==> src/rtl/uart_rx_fifo_if.sv <==
// Read-side bundle between the UART receive FIFO and the IO register window.
// The IO decode drives the pop and error-clear strobes; the receiver returns
// the show-ahead head byte, occupancy and the two sticky error flags.
interface uart_rx_fifo_if #(
  parameter int FIFO_DEPTH = 8
);
  localparam int CW = $clog2(FIFO_DEPTH) + 1;

  logic          rdEn_i;
  logic          clrErr_i;
  logic [7:0]    rdData_o;
  logic          rdValid_o;
  logic [CW-1:0] count_o;
  logic          frameErr_o;
  logic          overrun_o;

  // IO register window side
  modport master (
    output rdEn_i, clrErr_i,
    input  rdData_o, rdValid_o, count_o, frameErr_o, overrun_o
  );

  // Receiver side
  modport slave (
    input  rdEn_i, clrErr_i,
    output rdData_o, rdValid_o, count_o, frameErr_o, overrun_o
  );
endinterface

==> src/rtl/uart_rx_fifo.sv <==
// 8N1 serial receiver with a show-ahead receive FIFO and sticky framing /
// overrun flags. The raw line is double-flopped, framed by a small FSM with a
// single shared bit-period counter, and completed bytes are queued on the edge
// that ends the stop-bit sample cycle.
module uart_rx_fifo #(
  parameter int CLKS_PER_BIT = 434,
  parameter int FIFO_DEPTH   = 8
) (
  input  logic            clk_i,
  input  logic            reset_i,
  input  logic            rxd_i,
  uart_rx_fifo_if.slave   bus
);
  localparam int AW  = $clog2(FIFO_DEPTH);
  localparam int CW  = AW + 1;
  localparam int BCW = $clog2(CLKS_PER_BIT);

  localparam logic [BCW-1:0] BC_HALF = BCW'(CLKS_PER_BIT / 2 - 1);
  localparam logic [BCW-1:0] BC_FULL = BCW'(CLKS_PER_BIT - 1);
  localparam logic [BCW-1:0] BC_ZERO = BCW'(0);

  typedef enum logic [2:0] {
    S_IDLE  = 3'd0,
    S_START = 3'd1,
    S_DATA  = 3'd2,
    S_STOP  = 3'd3,
    S_BREAK = 3'd4
  } state_t;

  // Synchroniser
  logic sync1_q;
  logic rxs_q;

  // Receive FSM
  state_t         state_q;
  logic [BCW-1:0] bc_q;
  logic [2:0]     bitIdx_q;
  logic [7:0]     shift_q;

  // FIFO
  logic [7:0]    mem_q [FIFO_DEPTH];
  logic [AW-1:0] wrPtr_q, wrPtr_d;
  logic [AW-1:0] rdPtr_q, rdPtr_d;
  logic [CW-1:0] count_q, count_d;
  logic          valid_q, valid_d;
  logic          frameErr_q, frameErr_d;
  logic          overrun_q, overrun_d;

  logic stop_sample_s;
  logic push_s;
  logic ferr_set_s;
  logic full_s;
  logic empty_s;
  logic pop_s;
  logic wr_s;
  logic ovr_set_s;

  // Two-flop synchroniser for the asynchronous serial line; idles high.
  always_ff @(posedge clk_i or negedge reset_i) begin
    if (!reset_i) begin
      sync1_q <= 1'b1;
      rxs_q   <= 1'b1;
    end else begin
      sync1_q <= rxd_i;
      rxs_q   <= sync1_q;
    end
  end

  // Frame FSM: start-bit qualification, mid-bit data sampling, stop check,
  // and a BREAK state so a held-low line yields a single framing error.
  always_ff @(posedge clk_i or negedge reset_i) begin
    if (!reset_i) begin
      state_q  <= S_IDLE;
      bc_q     <= BC_ZERO;
      bitIdx_q <= 3'd0;
      shift_q  <= 8'h00;
    end else begin
      case (state_q)
        S_IDLE: begin
          if (!rxs_q) begin
            bc_q    <= BC_HALF;
            state_q <= S_START;
          end
        end
        S_START: begin
          if (bc_q == BC_ZERO) begin
            if (rxs_q) begin
              state_q <= S_IDLE;
            end else begin
              bc_q     <= BC_FULL;
              bitIdx_q <= 3'd0;
              state_q  <= S_DATA;
            end
          end else begin
            bc_q <= bc_q - BCW'(1);
          end
        end
        S_DATA: begin
          if (bc_q == BC_ZERO) begin
            shift_q  <= {rxs_q, shift_q[7:1]};
            bc_q     <= BC_FULL;
            bitIdx_q <= bitIdx_q + 3'd1;
            if (bitIdx_q == 3'd7) begin
              state_q <= S_STOP;
            end
          end else begin
            bc_q <= bc_q - BCW'(1);
          end
        end
        S_STOP: begin
          if (bc_q == BC_ZERO) begin
            state_q <= rxs_q ? S_IDLE : S_BREAK;
          end else begin
            bc_q <= bc_q - BCW'(1);
          end
        end
        S_BREAK: begin
          if (rxs_q) begin
            state_q <= S_IDLE;
          end
        end
        default: begin
          state_q <= S_IDLE;
        end
      endcase
    end
  end

  // Stop-bit sample decode drives the push / framing-error strobes directly so
  // the byte lands on the same edge that ends the stop sample cycle.
  assign stop_sample_s = (state_q == S_STOP) && (bc_q == BC_ZERO);
  assign push_s        = stop_sample_s && rxs_q;
  assign ferr_set_s    = stop_sample_s && !rxs_q;

  assign full_s    = (count_q == CW'(FIFO_DEPTH));
  assign empty_s   = (count_q == CW'(0));
  assign pop_s     = bus.rdEn_i && !empty_s;
  // A simultaneous pop frees a slot, so a push into a full FIFO still lands.
  assign wr_s      = push_s && (!full_s || pop_s);
  assign ovr_set_s = push_s && full_s && !pop_s;

  // FIFO pointer, occupancy and sticky-flag next state; a new error beats clear.
  always_comb begin
    wrPtr_d    = wrPtr_q;
    rdPtr_d    = rdPtr_q;
    count_d    = count_q;
    if (wr_s) begin
      wrPtr_d = wrPtr_q + AW'(1);
    end else begin
      wrPtr_d = wrPtr_q;
    end
    if (pop_s) begin
      rdPtr_d = rdPtr_q + AW'(1);
    end else begin
      rdPtr_d = rdPtr_q;
    end
    case ({wr_s, pop_s})
      2'b10:   count_d = count_q + CW'(1);
      2'b01:   count_d = count_q - CW'(1);
      default: count_d = count_q;
    endcase
    valid_d    = (count_d != CW'(0));
    frameErr_d = ferr_set_s || (frameErr_q && !bus.clrErr_i);
    overrun_d  = ovr_set_s  || (overrun_q  && !bus.clrErr_i);
  end

  // FIFO control and status registers.
  always_ff @(posedge clk_i or negedge reset_i) begin
    if (!reset_i) begin
      wrPtr_q    <= {AW{1'b0}};
      rdPtr_q    <= {AW{1'b0}};
      count_q    <= {CW{1'b0}};
      valid_q    <= 1'b0;
      frameErr_q <= 1'b0;
      overrun_q  <= 1'b0;
    end else begin
      wrPtr_q    <= wrPtr_d;
      rdPtr_q    <= rdPtr_d;
      count_q    <= count_d;
      valid_q    <= valid_d;
      frameErr_q <= frameErr_d;
      overrun_q  <= overrun_d;
    end
  end

  // FIFO storage; contents are deliberately not reset.
  always_ff @(posedge clk_i) begin
    if (wr_s) begin
      mem_q[wrPtr_q] <= shift_q;
    end
  end

  assign bus.rdData_o   = mem_q[rdPtr_q];
  assign bus.rdValid_o  = valid_q;
  assign bus.count_o    = count_q;
  assign bus.frameErr_o = frameErr_q;
  assign bus.overrun_o  = overrun_q;

endmodule

==> src/flat_wrapper.sv <==
// flat-port wrapper written by rule: the top's interface ports become plain ports
module uart_rx_fifo_flat 
#(
  parameter int CLKS_PER_BIT = 434,
  parameter int FIFO_DEPTH   = 8
)
  (clk_i, reset_i, rxd_i, bus_rdEn_i, bus_clrErr_i, bus_rdData_o, bus_rdValid_o, bus_count_o, bus_frameErr_o, bus_overrun_o);
  uart_rx_fifo_if #(.FIFO_DEPTH(FIFO_DEPTH)) bus_i ();
  input  logic clk_i;
  input  logic reset_i;
  input  logic rxd_i;
  input wire logic [$bits(bus_i.rdEn_i)-1:0] bus_rdEn_i;
  input wire logic [$bits(bus_i.clrErr_i)-1:0] bus_clrErr_i;
  output wire logic [$bits(bus_i.rdData_o)-1:0] bus_rdData_o;
  output wire logic [$bits(bus_i.rdValid_o)-1:0] bus_rdValid_o;
  output wire logic [$bits(bus_i.count_o)-1:0] bus_count_o;
  output wire logic [$bits(bus_i.frameErr_o)-1:0] bus_frameErr_o;
  output wire logic [$bits(bus_i.overrun_o)-1:0] bus_overrun_o;
  assign bus_i.rdEn_i = bus_rdEn_i;
  assign bus_i.clrErr_i = bus_clrErr_i;
  assign bus_rdData_o = bus_i.rdData_o;
  assign bus_rdValid_o = bus_i.rdValid_o;
  assign bus_count_o = bus_i.count_o;
  assign bus_frameErr_o = bus_i.frameErr_o;
  assign bus_overrun_o = bus_i.overrun_o;
  uart_rx_fifo #(.CLKS_PER_BIT(CLKS_PER_BIT), .FIFO_DEPTH(FIFO_DEPTH)) u_core (.clk_i(clk_i), .reset_i(reset_i), .rxd_i(rxd_i), .bus(bus_i));
endmodule
==> config.mk <==
export PLATFORM = sky130hd
export DESIGN_NAME = uart_rx_fifo_flat
export DESIGN_NICKNAME = d
export VERILOG_FILES = /design/src/rtl/uart_rx_fifo_if.sv /design/src/rtl/uart_rx_fifo.sv /design/src/flat_wrapper.sv
export SDC_FILE = /design/constraint.sdc
export NUM_CORES = 1
export LEC_CHECK = 0
export CAP_MARGIN = 20
export CORE_ASPECT_RATIO = 1.25
export CORE_MARGIN = 3
export CORE_UTILIZATION = 55
export DETAILED_ROUTE_END_ITERATION = 16
export PLACE_DENSITY_LB_ADDON = 0.1
export SYNTH_ARGS = -nofsm -noshare
export SYNTH_HDL_FRONTEND = slang
export SYNTH_SLANG_ARGS = --single-unit
==> constraint.sdc <==
create_clock -name clk_i -period 3.4 [get_ports clk_i]
set_input_delay 0.68 -clock clk_i [delete_from_list [all_inputs] [get_ports clk_i]]
set_output_delay 0.68 -clock clk_i [all_outputs]
set_load 0.01 [all_outputs]
==> results.env, run 1 <==
STATUS='finished, final reports clean'
CTS_MADE_BUFFERS=9
CLOCK_LATENCY_NS=0.36
PATH_CLASS_OF_THE_LOWEST_SLACK_MIN_DELAY_PATH='flip-flop to flip-flop'
NUM_ROWS=36
DETAIL_ROUTE.DRC_VIOLATIONS=0
WORST_MARGIN_SLEW_NS=0.8705
POST-SYNTH-TOP-AREA-FRACTION_PCT=43.07
IO_PINS=20
WORSTPATHARRIVAL_NS=2.38
PIN_COUNT_OF_THE_BIGGEST_NET_ENTERING_GLOBAL_ROUTING=39
LAYOUT_NET_COUNT=341
CP_SLOWEST_STAGE_DELAY_NS=0.55
DETAIL_ROUTE.ITER0.VIOLATIONS=155
POSTSYNTHAREAPERCELL_SQ_UM=14.77
FINALSETUPVIOLATIONS=0
POSTCTSSETUPREPAIRBUFS=0
POWER.TOTAL_mW=2.066
FLOORPLAN.DIE.HEIGHT_MICRONS=106.7
UNREPAIRED_SETUP_ENDPOINTS_AFTER_GLOBAL_ROUTING='false'
DRT.ANTENNA.VIOLATING_NETS=0
CRIT_PATH_MAX_FANOUT=16
GRT_OVERFLOW_TOTAL=0
FLOORPLAN.CORE_AREA_SQ_UM=7838
CRITICALPATHCATEGORY='flip-flop to output port'
CRITPATHSLOWESTCELL='sky130_fd_sc_hd__mux4_2'
SETUP.WORST_PATH.START_CLASS='flip-flop'
YOSYS-TOP-CELLS-AREA='sky130_fd_sc_hd__edfxtp_1 (43%), sky130_fd_sc_hd__dfrtp_1 (20%), sky130_fd_sc_hd__mux4_2 (8.1%), sky130_fd_sc_hd__mux2_2 (4.5%), sky130_fd_sc_hd__ha_1 (2.0%)'
HTREEDEPTH=3
CTS_HOLD_BUF=0
DOMINANTREGCELLSYNTH='sky130_fd_sc_hd__edfxtp_1'
NETLIST_INSTANCES=302
CRITICAL_PATH.CELL_CHAIN='buf_4, mux4_2, mux2_2, clkdlybuf4s50_1'
CLK_ROOT_BUFFER_CELL='sky130_fd_sc_hd__clkbuf_8'
SYNTH_ENABLE_FLOP_CELLS=64
SLEW_VIOLATIONS=0
SEQ_AREA_FRAC_SYNTH_PCT=64.44
INITIAL_ANTENNA_VIOLATION_COUNT=0
DRT_FIRST_PASS_ITERS=4
CLOCK_SINK_COUNT=102
YOSYS.AREA.TOP_TYPE='sky130_fd_sc_hd__edfxtp_1'
FILL_COUNT=600
SYNTHTOLAYOUTAREAGROWTH_PCT=11.50
DETAILROUTE.VIA_COUNT=2509
WORST_SETUP_SLACK_POST_DPL_NS=0.6017
POSTSYNTH.ASYNCRESETSHARE_PCT=37.25
PLACE.GP.CONGESTION=0.7724
CTS.REPORTEDPATHS.CLKPINSLEW_NS=0.10
FIRST_GLOBAL_VIAS=2528
MAX_CLOCK_FREQ_GHz=0.3265
BUFFER_PORTS.INSERTED=19
LAYOUT_MIN_CYCLE_TIME_NS=3.063
POSTCTSRESIZEDCELLS=0
FLOORPLAN.DIE.WIDTH_MICRONS=86.56
CTS_TREE='done'
TNS_NS=0
PEAKVDDDROP_uV=251.4
FP.DIEAREA_SQ_UM=9236
POSTSYNTHREGISTERBITS=102
GRT_PASS1_WL_MICRONS=12850
DRV.MAX_CAP_VIOLATION_COUNT=0
NETLIST_AREA_SQ_UM=4462
DRT-TOTAL-WL_MICRONS=7597
CLK_PATH_BUF_DEPTH=2
TIMING.CRITICAL_PATH.REQUIRED_NS=2.72
GLOBALROUTETOTALUTIL_PCT=18.54
HOLD-WORST-SLACK_NS=0.3635
INITIAL_UTIL_PCT=56.93
RELSLEWSLACK_PCT=41.97
FINAL.SETUP.WORST_SLACK_NS=0.3370
DETAILED_ROUTE_VIAS_PER_INSTANCE=5.862
LAYOUT_WORST_PATH_CYCLE_SHARE_PCT=90.09
YOSYS_WARNINGS=0
CRITPATHCAPTURETYPE='output port'
LAYOUT-DRIVE-GT1-SHARE_PCT=22.22
POWER_DENSITY_nW_PER_UM2=415.4
LEAKAGE_nW=1.786
SYNTHESIS.NETS=314
ANTENNADIODECOUNT=0
HOLD_VIOL=0
WL_PER_CELL_MICRONS=17.75
WORST_CLOCK_SKEW_NS=0.01524
DETAILEDPLACEMENTHPWL_MICRONS=5203
YOSYSUNIQUECELLTYPES=54
[power breakdown]
group / leakage, nW / internal, mW / switching [mW]
Clock: 0.0936 / 0.343 / 0.400
Combinational: 0.593 / 0.00440 / 0.0113
Sequential: 1.10 / 1.31 / 0.00179
[critical path, delay by kind of cell, from the launching register on]
family | cells | cell delay, ns
flip-flops | 1 | 0.39
multiplexers | 2 | 0.83
buffers and inverters | 2 | 0.80
[final timing paths]
path                                   start               endpoint  slack, ns  depth (start not counted)
max                        u_core.rdPtr_q[0]        bus_rdData_o[3]       0.34                          4
min                           u_core.sync1_q           u_core.rxs_q       0.36                          0
max reg2reg                   u_core.bc_q[0]   u_core.bus.rdValid_o       0.67                         10
min reg2reg                   u_core.sync1_q           u_core.rxs_q       0.36                          0
max in group asynchronous            reset_i  u_core.bus.frameErr_o       2.41                          1
min in group asynchronous            reset_i      u_core.rdPtr_q[1]       0.42                          1
[cell usage after synthesis, types with 7 or more instances]
cell	n
sky130_fd_sc_hd__edfxtp_1	64
sky130_fd_sc_hd__dfrtp_1	36
sky130_fd_sc_hd__nand2_1	21
sky130_fd_sc_hd__nor2_1	20
sky130_fd_sc_hd__mux2_2	18
sky130_fd_sc_hd__mux4_2	16
sky130_fd_sc_hd__a21oi_1	13
sky130_fd_sc_hd__inv_1	9
sky130_fd_sc_hd__nor3_1	9
sky130_fd_sc_hd__clkbuf_1	8
sky130_fd_sc_hd__ha_1	7
sky130_fd_sc_hd__nand3_1	7
sky130_fd_sc_hd__or3_1	7
[routing by layer]
layer / vias up / GRT usage, % / wire length [microns]
met2: 38 / 31.51 / 4012
met3: 8 / 3.920 / 234
met4: 0 / 5.679 / 104
li1: 1209 / - / -
met1: 1254 / 23.84 / 3246
met5: - / 0 / 0
[cell type report]
cell class                 instances  area (sq um)  share of cell area [%]
tap                               95         118.9                   2.389
clock inverter                     6         70.07                   1.408
inverter                           9         33.78                  0.6791
multi-input combinational        178          1493                   30.01
timing repair buffer              29         260.3                   5.231
sequential                       102          2875                   57.80
clock buffer                       9         123.9                   2.490
[sequential cells by signal, indices dropped and copies added (netlist names), 3 cells and up]
register and cells:
u_core.bus.count_o 4, u_core.mem_q 64, u_core.bc_q 9, u_core.wrPtr_q 3
u_core.state_q 3, u_core.bitIdx_q 3, u_core.rdPtr_q 3, u_core.shift_q 8
[metrics by stage]
step,instances,cell area (sq um),utilization (%)
final,428,4975,63.47
after global placement,413,4781,61.00
after global routing,428,4975,63.47
after CTS,428,4975,63.47
after floorplan,302,4462,-
after detailed placement,413,4781,61.00
[kinds of logic (layout without fill, tap and decap cells)]
group	after synthesis	after routing	synth area share, %
AO/OA/AOI/OAI	42	42	6.422
XOR/XNOR	6	6	1.178
adder cells (fa/ha/maj)	7	7	1.963
buffers and inverters	22	53	2.103
flip-flops	102	102	64.44
multiplexers	38	38	13.91
AND/OR/NAND/NOR	85	85	9.983
[layout by cell type (no fill, tap or decap), types with 2 or more instances in the layout]
cell type                         netlist  layout
sky130_fd_sc_hd__nor3_1                 9       9
sky130_fd_sc_hd__ha_1                   7       7
sky130_fd_sc_hd__xnor2_1                5       5
sky130_fd_sc_hd__nor4_1                 5       5
sky130_fd_sc_hd__o21a_1                 2       2
sky130_fd_sc_hd__o22a_1                 2       2
sky130_fd_sc_hd__or3_1                  7       7
sky130_fd_sc_hd__o22ai_1                3       3
sky130_fd_sc_hd__or4_1                  2       2
sky130_fd_sc_hd__nor2_1                20      20
sky130_fd_sc_hd__mux4_2                16      16
sky130_fd_sc_hd__a21oi_1               13      13
sky130_fd_sc_hd__clkdlybuf4s50_1        0      18
sky130_fd_sc_hd__o31ai_1                2       2
sky130_fd_sc_hd__buf_4                  0      10
sky130_fd_sc_hd__edfxtp_1              64      64
sky130_fd_sc_hd__nand3_1                7       7
sky130_fd_sc_hd__o21ai_0                6       6
sky130_fd_sc_hd__a211oi_1               2       2
sky130_fd_sc_hd__inv_1                  9       9
sky130_fd_sc_hd__clkinvlp_4             0       2
sky130_fd_sc_hd__dfstp_2                2       2
sky130_fd_sc_hd__nand2_1               21      21
sky130_fd_sc_hd__mux2_2                18      18
sky130_fd_sc_hd__dfrtp_1               36      36
sky130_fd_sc_hd__a21boi_1               2       2
sky130_fd_sc_hd__clkbuf_8               0       9
sky130_fd_sc_hd__nand2b_1               2       2
sky130_fd_sc_hd__mux2i_1                2       2
No activity file was read; power rests on OpenSTA's default activity.
==> inputs of run 2 (changes only) <==
- CAP_MARGIN: 20 -> default
- CTS_CLUSTER_DIAMETER: default -> 80
==> results of run 2 <==
Same layout as run 1: the final DEF is identical, and so are final timing and power.
